===== src/rtl/pio_pkg.sv =====
// Shared constants for the edge-capturing input PIO: bus widths, register
// addresses and the EDGE_TYPE / IRQ_MODE parameter encodings.
package pio_pkg;

    localparam int unsigned ADDR_W = 2;
    localparam int unsigned DATA_W = 32;

    localparam logic [ADDR_W-1:0] ADDR_DATA = 2'd0;
    localparam logic [ADDR_W-1:0] ADDR_MASK = 2'd2;
    localparam logic [ADDR_W-1:0] ADDR_EDGE = 2'd3;

    localparam int unsigned EDGE_RISE = 0;
    localparam int unsigned EDGE_FALL = 1;
    localparam int unsigned EDGE_ANY  = 2;

    localparam int unsigned IRQ_LEVEL = 0;
    localparam int unsigned IRQ_EDGE  = 1;

endpackage


===== src/rtl/pio_in_edge_irq_if.sv =====
// Avalon-MM slave port of the input PIO: word address, chip select,
// active-low write strobe, write data and registered read data.
interface pio_in_edge_irq_if;
    import pio_pkg::*;

    logic [ADDR_W-1:0] address;
    logic              chipselect;
    logic              write_n;
    logic [DATA_W-1:0] writedata;
    logic [DATA_W-1:0] readdata;

    modport master (
        output address, chipselect, write_n, writedata,
        input  readdata
    );

    modport slave (
        input  address, chipselect, write_n, writedata,
        output readdata
    );

endinterface


===== src/rtl/pio_debounce_bit.sv =====
// One input bit: two-flop synchroniser followed by an optional stability
// counter that only lets the bit change after DEBOUNCE_CYCLES steady cycles.
module pio_debounce_bit #(
    parameter int unsigned DEBOUNCE_CYCLES = 0,
    parameter logic        RESET_VALUE     = 1'b0
) (
    input  logic clk,
    input  logic reset_n,
    input  logic in_i,
    output logic deb_o
);

    logic meta_q;
    logic sync_q;

    always_ff @(posedge clk or negedge reset_n) begin
        if (!reset_n) begin
            meta_q <= RESET_VALUE;
            sync_q <= RESET_VALUE;
        end else begin
            meta_q <= in_i;
            sync_q <= meta_q;
        end
    end

    if (DEBOUNCE_CYCLES == 0) begin : g_bypass
        assign deb_o = sync_q;
    end else begin : g_debounce
        localparam int unsigned      CNT_W    = $clog2(DEBOUNCE_CYCLES + 1);
        localparam logic [CNT_W-1:0] CNT_LAST = CNT_W'(DEBOUNCE_CYCLES - 1);

        logic [CNT_W-1:0] cnt_q, cnt_d;
        logic             deb_q, deb_d;

        // Any cycle where the synchronised bit agrees with the output restarts the count
        always_comb begin
            cnt_d = '0;
            deb_d = deb_q;
            if (sync_q != deb_q) begin
                if (cnt_q == CNT_LAST) begin
                    deb_d = sync_q;
                end else begin
                    cnt_d = cnt_q + CNT_W'(1);
                end
            end
        end

        always_ff @(posedge clk or negedge reset_n) begin
            if (!reset_n) begin
                cnt_q <= '0;
                deb_q <= RESET_VALUE;
            end else begin
                cnt_q <= cnt_d;
                deb_q <= deb_d;
            end
        end

        assign deb_o = deb_q;
    end

endmodule


===== src/rtl/pio_in_edge_irq.sv =====
// Input PIO for switches/buttons: synchronised and debounced inputs, sticky
// edge capture with write-1-to-clear, interrupt mask and level/edge IRQ.
module pio_in_edge_irq
    import pio_pkg::*;
#(
    parameter int unsigned     WIDTH           = 18,
    parameter int unsigned     EDGE_TYPE       = EDGE_RISE,
    parameter int unsigned     IRQ_MODE        = IRQ_LEVEL,
    parameter int unsigned     DEBOUNCE_CYCLES = 0,
    parameter logic [WIDTH-1:0] RESET_VALUE    = '0
) (
    input  logic                 clk,
    input  logic                 reset_n,
    pio_in_edge_irq_if.slave     bus,
    input  logic [WIDTH-1:0]     in_port,
    output logic                 irq
);

    logic [WIDTH-1:0]  deb;
    logic [WIDTH-1:0]  prev_q;
    logic [WIDTH-1:0]  mask_q, mask_d;
    logic [WIDTH-1:0]  cap_q, cap_d;
    logic [WIDTH-1:0]  clr;
    logic [WIDTH-1:0]  rise, fall, edge_hit;
    logic [DATA_W-1:0] rdata_q, rdata_d;
    logic              irq_q, irq_d;
    logic              wr_en;
    logic              unused_wdata;

    for (genvar i = 0; i < WIDTH; i++) begin : g_bit
        pio_debounce_bit #(
            .DEBOUNCE_CYCLES (DEBOUNCE_CYCLES),
            .RESET_VALUE     (RESET_VALUE[i])
        ) u_bit (
            .clk     (clk),
            .reset_n (reset_n),
            .in_i    (in_port[i]),
            .deb_o   (deb[i])
        );
    end

    assign rise  = deb & ~prev_q;
    assign fall  = ~deb & prev_q;
    assign wr_en = bus.chipselect & ~bus.write_n;

    // Bits above WIDTH carry no register state
    assign unused_wdata = ^bus.writedata;

    always_comb begin
        edge_hit = rise;
        if (EDGE_TYPE == EDGE_FALL) begin
            edge_hit = fall;
        end else if (EDGE_TYPE == EDGE_ANY) begin
            edge_hit = rise | fall;
        end
    end

    // Register updates; a new edge wins over a same-cycle clear of that bit
    always_comb begin
        mask_d = mask_q;
        clr    = '0;
        if (wr_en && (bus.address == ADDR_MASK)) begin
            mask_d = bus.writedata[WIDTH-1:0];
        end
        if (wr_en && (bus.address == ADDR_EDGE)) begin
            clr = bus.writedata[WIDTH-1:0];
        end
        cap_d = (cap_q & ~clr) | edge_hit;

        case (bus.address)
            ADDR_DATA: rdata_d = DATA_W'(deb);
            ADDR_MASK: rdata_d = DATA_W'(mask_q);
            ADDR_EDGE: rdata_d = DATA_W'(cap_q);
            default:   rdata_d = '0;
        endcase

        irq_d = (IRQ_MODE == IRQ_EDGE) ? |(cap_q & mask_q) : |(deb & mask_q);
    end

    always_ff @(posedge clk or negedge reset_n) begin
        if (!reset_n) begin
            prev_q  <= RESET_VALUE;
            mask_q  <= '0;
            cap_q   <= '0;
            rdata_q <= '0;
            irq_q   <= 1'b0;
        end else begin
            prev_q  <= deb;
            mask_q  <= mask_d;
            cap_q   <= cap_d;
            rdata_q <= rdata_d;
            irq_q   <= irq_d;
        end
    end

    assign bus.readdata = rdata_q;
    assign irq          = irq_q;

endmodule


===== src/flat_wrapper.sv =====
// flat-port wrapper written by rule: the top's interface ports become plain ports
module pio_in_edge_irq_flat import pio_pkg::*;
#(
    parameter int unsigned     WIDTH           = 18,
    parameter int unsigned     EDGE_TYPE       = EDGE_RISE,
    parameter int unsigned     IRQ_MODE        = IRQ_LEVEL,
    parameter int unsigned     DEBOUNCE_CYCLES = 0,
    parameter logic [WIDTH-1:0] RESET_VALUE    = '0
)
  (clk, reset_n, in_port, irq, bus_address, bus_chipselect, bus_write_n, bus_writedata, bus_readdata);
  pio_in_edge_irq_if bus_i ();
  input  logic clk;
  input  logic reset_n;
  input  logic [WIDTH-1:0] in_port;
  output logic irq;
  input wire logic [$bits(bus_i.address)-1:0] bus_address;
  input wire logic [$bits(bus_i.chipselect)-1:0] bus_chipselect;
  input wire logic [$bits(bus_i.write_n)-1:0] bus_write_n;
  input wire logic [$bits(bus_i.writedata)-1:0] bus_writedata;
  output wire logic [$bits(bus_i.readdata)-1:0] bus_readdata;
  assign bus_i.address = bus_address;
  assign bus_i.chipselect = bus_chipselect;
  assign bus_i.write_n = bus_write_n;
  assign bus_i.writedata = bus_writedata;
  assign bus_readdata = bus_i.readdata;
  pio_in_edge_irq #(.WIDTH(WIDTH), .EDGE_TYPE(EDGE_TYPE), .IRQ_MODE(IRQ_MODE), .DEBOUNCE_CYCLES(DEBOUNCE_CYCLES), .RESET_VALUE(RESET_VALUE)) u_core (.clk(clk), .reset_n(reset_n), .bus(bus_i), .in_port(in_port), .irq(irq));
endmodule

===== config.mk =====
export PLATFORM = sky130hd
export DESIGN_NAME = pio_in_edge_irq_flat
export DESIGN_NICKNAME = d
export VERILOG_FILES = /design/src/rtl/pio_pkg.sv /design/src/rtl/pio_in_edge_irq_if.sv /design/src/rtl/pio_debounce_bit.sv /design/src/rtl/pio_in_edge_irq.sv /design/src/flat_wrapper.sv
export SDC_FILE = /design/constraint.sdc
export NUM_CORES = 1
export LEC_CHECK = 0
export ABC_AREA = 1
export CAP_MARGIN = 20
export CELL_PAD_IN_SITES_DETAIL_PLACEMENT = 1
export CELL_PAD_IN_SITES_GLOBAL_PLACEMENT = 1
export CORE_MARGIN = 5
export CORE_UTILIZATION = 42
export DETAILED_ROUTE_END_ITERATION = 8
export PLACE_DENSITY = 0.86
export SLEW_MARGIN = 20
export SYNTH_ARGS = -nofsm -noshare
export SYNTH_HDL_FRONTEND = slang
export SYNTH_SLANG_ARGS = --single-unit

===== constraint.sdc =====
create_clock -name clk -period 1.6 [get_ports clk]
set_input_delay 0.16 -clock clk [delete_from_list [all_inputs] [get_ports clk]]
set_output_delay 0.16 -clock clk [all_outputs]
set_load 0.01 [all_outputs]

# After elaboration in Yosys (flattened, before gate mapping)
# Index checks and enable logic that the tools add are counted.
[op_classes]
eq_ne = 2
muxes = 2
n_bitwise = 8
n_reduce_logical = 4
[op_table]
columns = ["cell", "count"]
rows = [
  ["AND 18 bit", 3],
  ["one-hot mux 18 bit (3 select lines)", 1],
  ["inverter 18 bit", 2],
  ["2-to-1 mux 18 bit", 1],
  ["OR 18 bit", 1],
  ["OR reduction 18 bit", 1],
  ["== test 2 bit (second input constant)", 2],
  ["logical AND 1 bit", 2],
  ["zero test 2 bit", 1],
  ["AND 1 bit", 1],
  ["inverter 1 bit", 1],
]
[totals]
reg_bits = 109
in_bits = 56
out_inout_bits = 33
wordCells = 57

# Longest topological paths before layout
# Gate-level depths: netlist of run 1.
[logic_depth]
depth_word = 7
mapped_depth = 6
depth_no_buf = 6

# By module
# Synthesis of run 1 repeated with hierarchy kept, for this count alone.
[unflattened]
hier_cells = 357
area_unflattened_um2 = 3971.3
[modules_own_cells]
columns = ["mod", "n_inst", "cells_each", "area_per_inst_um2", "seq_area_each_um2"]
rows = [
  ["pio_in_edge_irq", 1, 321, 3070.4, 1826.8],
  ["pio_debounce_bit", 18, 2, 50.0, 50.0],
]

# Least setup slack after synthesis of run 1
# OpenSTA, ideal clock, no wires.
[synth_timing]
kind = "input to register"
start = "input bus_chipselect"
end = "register u_core.cap_q[10]"
setup_ns = 0.122
t_arrival_ns = 0.767
t_required_ns = 1.478
path_slack_ns = 0.710
stages = 6
n_path_buf = 1
cell_sequence = "inv_1 nor2_2 nand2_4 buf_6 o21ai_2 o21ai_1"
[synth_via]
elab_chain_cells = 6
[synth_rtl]
columns = ["item", "line_no", "text"]
rows = [
  ["from (decl)", "flat_wrapper.sv:17", "input wire logic [$bits(bus_i.chipselect)-1:0] bus_chipselect;"],
  ["AND 1 bit", "pio_in_edge_irq.sv:44", "assign wr_en = bus.chipselect & ~bus.write_n;"],
  ["logical AND 1 bit", "pio_in_edge_irq.sv:65", "if (wr_en && (bus.address == ADDR_EDGE)) begin"],
  ["2-to-1 mux 18 bit", "pio_in_edge_irq.sv:65", ""],
  ["inverter 18 bit", "pio_in_edge_irq.sv:68", "cap_d = (cap_q & ~clr) | edge_hit;"],
  ["AND 18 bit", "pio_in_edge_irq.sv:68", ""],
  ["OR 18 bit", "pio_in_edge_irq.sv:68", ""],
  ["net u_core.cap_d[10]", "pio_in_edge_irq.sv:22", "logic [WIDTH-1:0] cap_q, cap_d;"],
  ["to (signal assigned)", "pio_in_edge_irq.sv:90", "cap_q <= cap_d;"],
  ["to (decl)", "pio_in_edge_irq.sv:22", ""],
]
# The timed path passes the listed nets, and every way through them passes these cells.
# A chain may end at the register's enable or synchronous reset.

# Worst setup path in the final report of run 1
[layout_timing]
start = "register u_core.rdata_q[8] (netlist: u_core.bus.readdata[8])"
end = "output bus_readdata[8]"
[layout_rtl]
columns = ["item", "line_no", "text"]
rows = [
  ["from (decl)", "pio_in_edge_irq.sv:25", "logic [DATA_W-1:0] rdata_q, rdata_d;"],
  ["from (signal assigned)", "pio_in_edge_irq.sv:91", "rdata_q <= rdata_d;"],
  ["to (decl)", "flat_wrapper.sv:20", "output wire logic [$bits(bus_i.readdata)-1:0] bus_readdata;"],
]
# No word-level cell between the ends.

==> flow_summary.yaml, run 1 <==
clock_tree:
  cts_root_buf: "clkbuf_8"
  worstSkewPairLatency_ps: 360
  max-clock-path-buffers: 2
  path_clk_slew_ps: 100
  cts_num_sinks: 109
  cts_tree: "done"
  cts-buffers-inserted: 9
  cts_htree_levels: 3
  postCtsResizedCells: 0
finish:
  most_common_cell_after_layout_fill_and_taps_aside: "dfrtp_1"
  fraction_of_final_layout_cells_with_drive_strength_greater_than_1_pct: 16.8
  stdcell_count: 563
  fin_area_sq_um: 5000
  most-common-layout-cells: "dfrtp_1 (109), nand2_1 (86), clkdlybuf4s50_1 (59)"
  nets: 485
  antenna_cells_inserted: 0
  multiInputGateArea_sq_um: 997
  num-fill-cells: 1010
  syn_to_final_growth_pct: 24.8
  ff_latch_area_sq_um: 2730
timing:
  setup-violations-final: 0
  setup_slack_ps: 170
  fmaxAchievable_ghz: 0.699
  rsz_0062_raised_after_global_routing: "no"
  final_max_slew_viol_count: 0
  timing_hold_violations_final: 0
  holdWs_ps: 222
  final.period_utilization_pct: 89.4
  final.min_clock_period_ps: 1430
  clock-skew-final_ps: 8.39
critical_path:
  timing.critical_path.from: "u_core.bus.readdata[8]"
  crit_path_cell_trace: "clkdlybuf4s50_1"
  critical_path.n_buffers_inverters: 1
  reg2reg_setup_slack_ps: 620
  arrival_ps: 1270
  rr_startpoint: "u_core.g_bit[3].u_bit.deb_o"
  timing.critical_path.from_type: "register"
  reg2regPathDepth: 6
  cp-end-kind: "primary output"
  required_ps: 1440
  critical_path.max_stage_delay_ps: 550
  critical-path-top-delay-family: "buffers and inverters"
  timing.critical_path.to: "bus_readdata[8]"
  worstSetupPathDepth: 1
  worstReg2RegEnd: "u_core.irq"
  worst-setup-path-type: "reg2out"
  worst_path_max_delay_cell: "clkdlybuf4s50_1"
  critical_path.max_fanout: 1
floorplanning:
  floorplan.die.height_microns: 108
  floorplan.core_area_sq_um: 9280
  die_area_sq_um: 11600
  std_cell_rows: 35
  floorplan.initialDensity_pct: 43.1
  die_width_microns: 108
  top_level_ports: 89
placed_design:
  routabilityCongestion: 0.745
  dp.cells: 546
  placed_cell_area_sq_um: 4780
  numPortBuffers: 60
  post-place-ws_ps: -44.7
  hpwl_mm: 6.24
global_route:
  grt_pass1_vias: 3053
  maximum_number_of_pins_on_one_net_before_global_route_repair: 31
  wire_length_of_the_first_global_routing_pass_mm: 14.6
  globalRouteTotalUtil_pct: 16.3
  antenna_found_initial: 0
  global_route.overflow_total: 0
power:
  post-layout-total-power_mw: 5.58
  p_per_area_nw_per_um2: 1120
  vdd.ir_drop.worst_v: 0.000566
  total_leakage_power_nw: 2.37
synthesis:
  synthDominantCellAreaShare_pct: 68.1
  synth_area_leaders: "dfrtp_1 (68%), nand2_1 (8.1%), o21ai_2 (6.1%)"
  yosys_warnings: 0
  ys_types: 19
  post_synth.cell_area_avg_sq_um: 11.2
  ys_ff_latch: 109
  synth_cells: 357
  syn-cell-area_sq_um: 4010
  synth_largest_area_cell: "dfrtp_1"
  synth_sequential_area_ratio_pct: 68.1
worst_hold_path:
  hold-path-cell-count: 1
  hold_path_class: "in2reg"
  worst_hold_startpoint: "in_port[12]"
routing:
  wl_mm: 8.57
  vias_per_cell: 4.69
  routedWlPerCell_microns: 15.2
  route.antenna.remaining_nets: 0
  drc_errors: 0
  detail_route.iter0.violations: 62
  drt_pass1_iterations: 4
  vias: 2641
job:
  max_capacitance_violation_total: 0
status:
  run_status: "completed"
power breakdown:
group | internal [mW] | switching, mW
Sequential | 2.99 | 0.155
Clock | 0.779 | 0.933
Combinational | 0.357 | 0.371
registers in the layout, indices dropped and copies added, names as in the netlist:
signal	count
u_core.bus.readdata	18
u_core.cap_q	18
u_core.g_bit.u_bit.deb_o	18
u_core.g_bit.u_bit.meta_q	18
u_core.mask_q	18
u_core.prev_q	18
u_core.irq	1
worst min-delay path by stage:
| stage | slack (ps) | endpoint |
|---|---|---|
| 6_report | 220 | u_core.g_bit[12].u_bit.meta_q |
| 3_3_place_gp | 130 | u_core.cap_q[11] |
| 5_1_grt | 200 | u_core.g_bit[9].u_bit.meta_q |
| 3_5_place_dp | 140 | u_core.cap_q[11] |
| 2_1_floorplan | -140 | u_core.bus.readdata[0] |
| 4_1_cts | 210 | u_core.g_bit[12].u_bit.meta_q |
per-stage QoR:
| step | util, % | TNS [ps] |
|---|---|---|
| after CTS | 53.9 | 0 |
| final | 53.9 | 0 |
| after floorplan | - | 0 |
| after global routing | 53.9 | 0 |
| after detailed placement | 51.5 | -44.7 |
| after global placement | 51.5 | 0 |
Yosys cell counts:
master     n
nor2_1     6
conb_1     1
nand2_2   13
nand3_1   18
buf_4     14
buf_2      3
inv_4      1
inv_2      1
o21ai_2   28
nand2_4    2
o21ai_1   10
nor2_4     1
nand4_1    1
nor2_2     2
inv_1     41
o21ai_0   16
dfrtp_1  109
nand2_1   86
buf_6      4
cells by family (layout without fill, tap and decap cells):
| kind of cell | Yosys count | count (layout) | synth area share (%) |
|---|---|---|---|
| AND/OR/NAND/NOR | 129 | 129 | 14.2 |
| flip-flops | 109 | 109 | 68.1 |
| other | 1 | 14 | 0.0936 |
| buffers and inverters | 64 | 128 | 8.22 |
| AO/OA/AOI/OAI | 54 | 54 | 9.37 |
cell type report:
cell class,instances,area share (%)
Sequential cell,109,54.6
Multi-Input combinational cell,197,19.9
Timing Repair Buffer,69,14.9
Inverter,43,3.28
Tap cell,129,3.23
Clock buffer,10,2.75
Clock inverter,6,1.38
routing by layer:
metal | GRT usage, % | share of wire [%] | up-vias
met5 | 0 | 0 | -
met4 | 6.13 | 2.0 | 0
met3 | 2.64 | 3.0 | 16
met2 | 30.7 | 57 | 55
met1 | 18.1 | 38 | 1345
li1 | - | - | 1225
repair_timing:
action | 4_1_cts | 5_1_grt
hold buffers | 1 | 0
setup buffers | 0 | 0
endpoints found under the hold margin | 27 | 0
No activity file was read; power rests on OpenSTA's default activity.
==> run 2, diff against run 1 <==
SKIP_CTS_REPAIR_TIMING = 1   (was default)
==> results of run 2 <==
The final DEF is identical to that of run 1; final timing and power are the same.
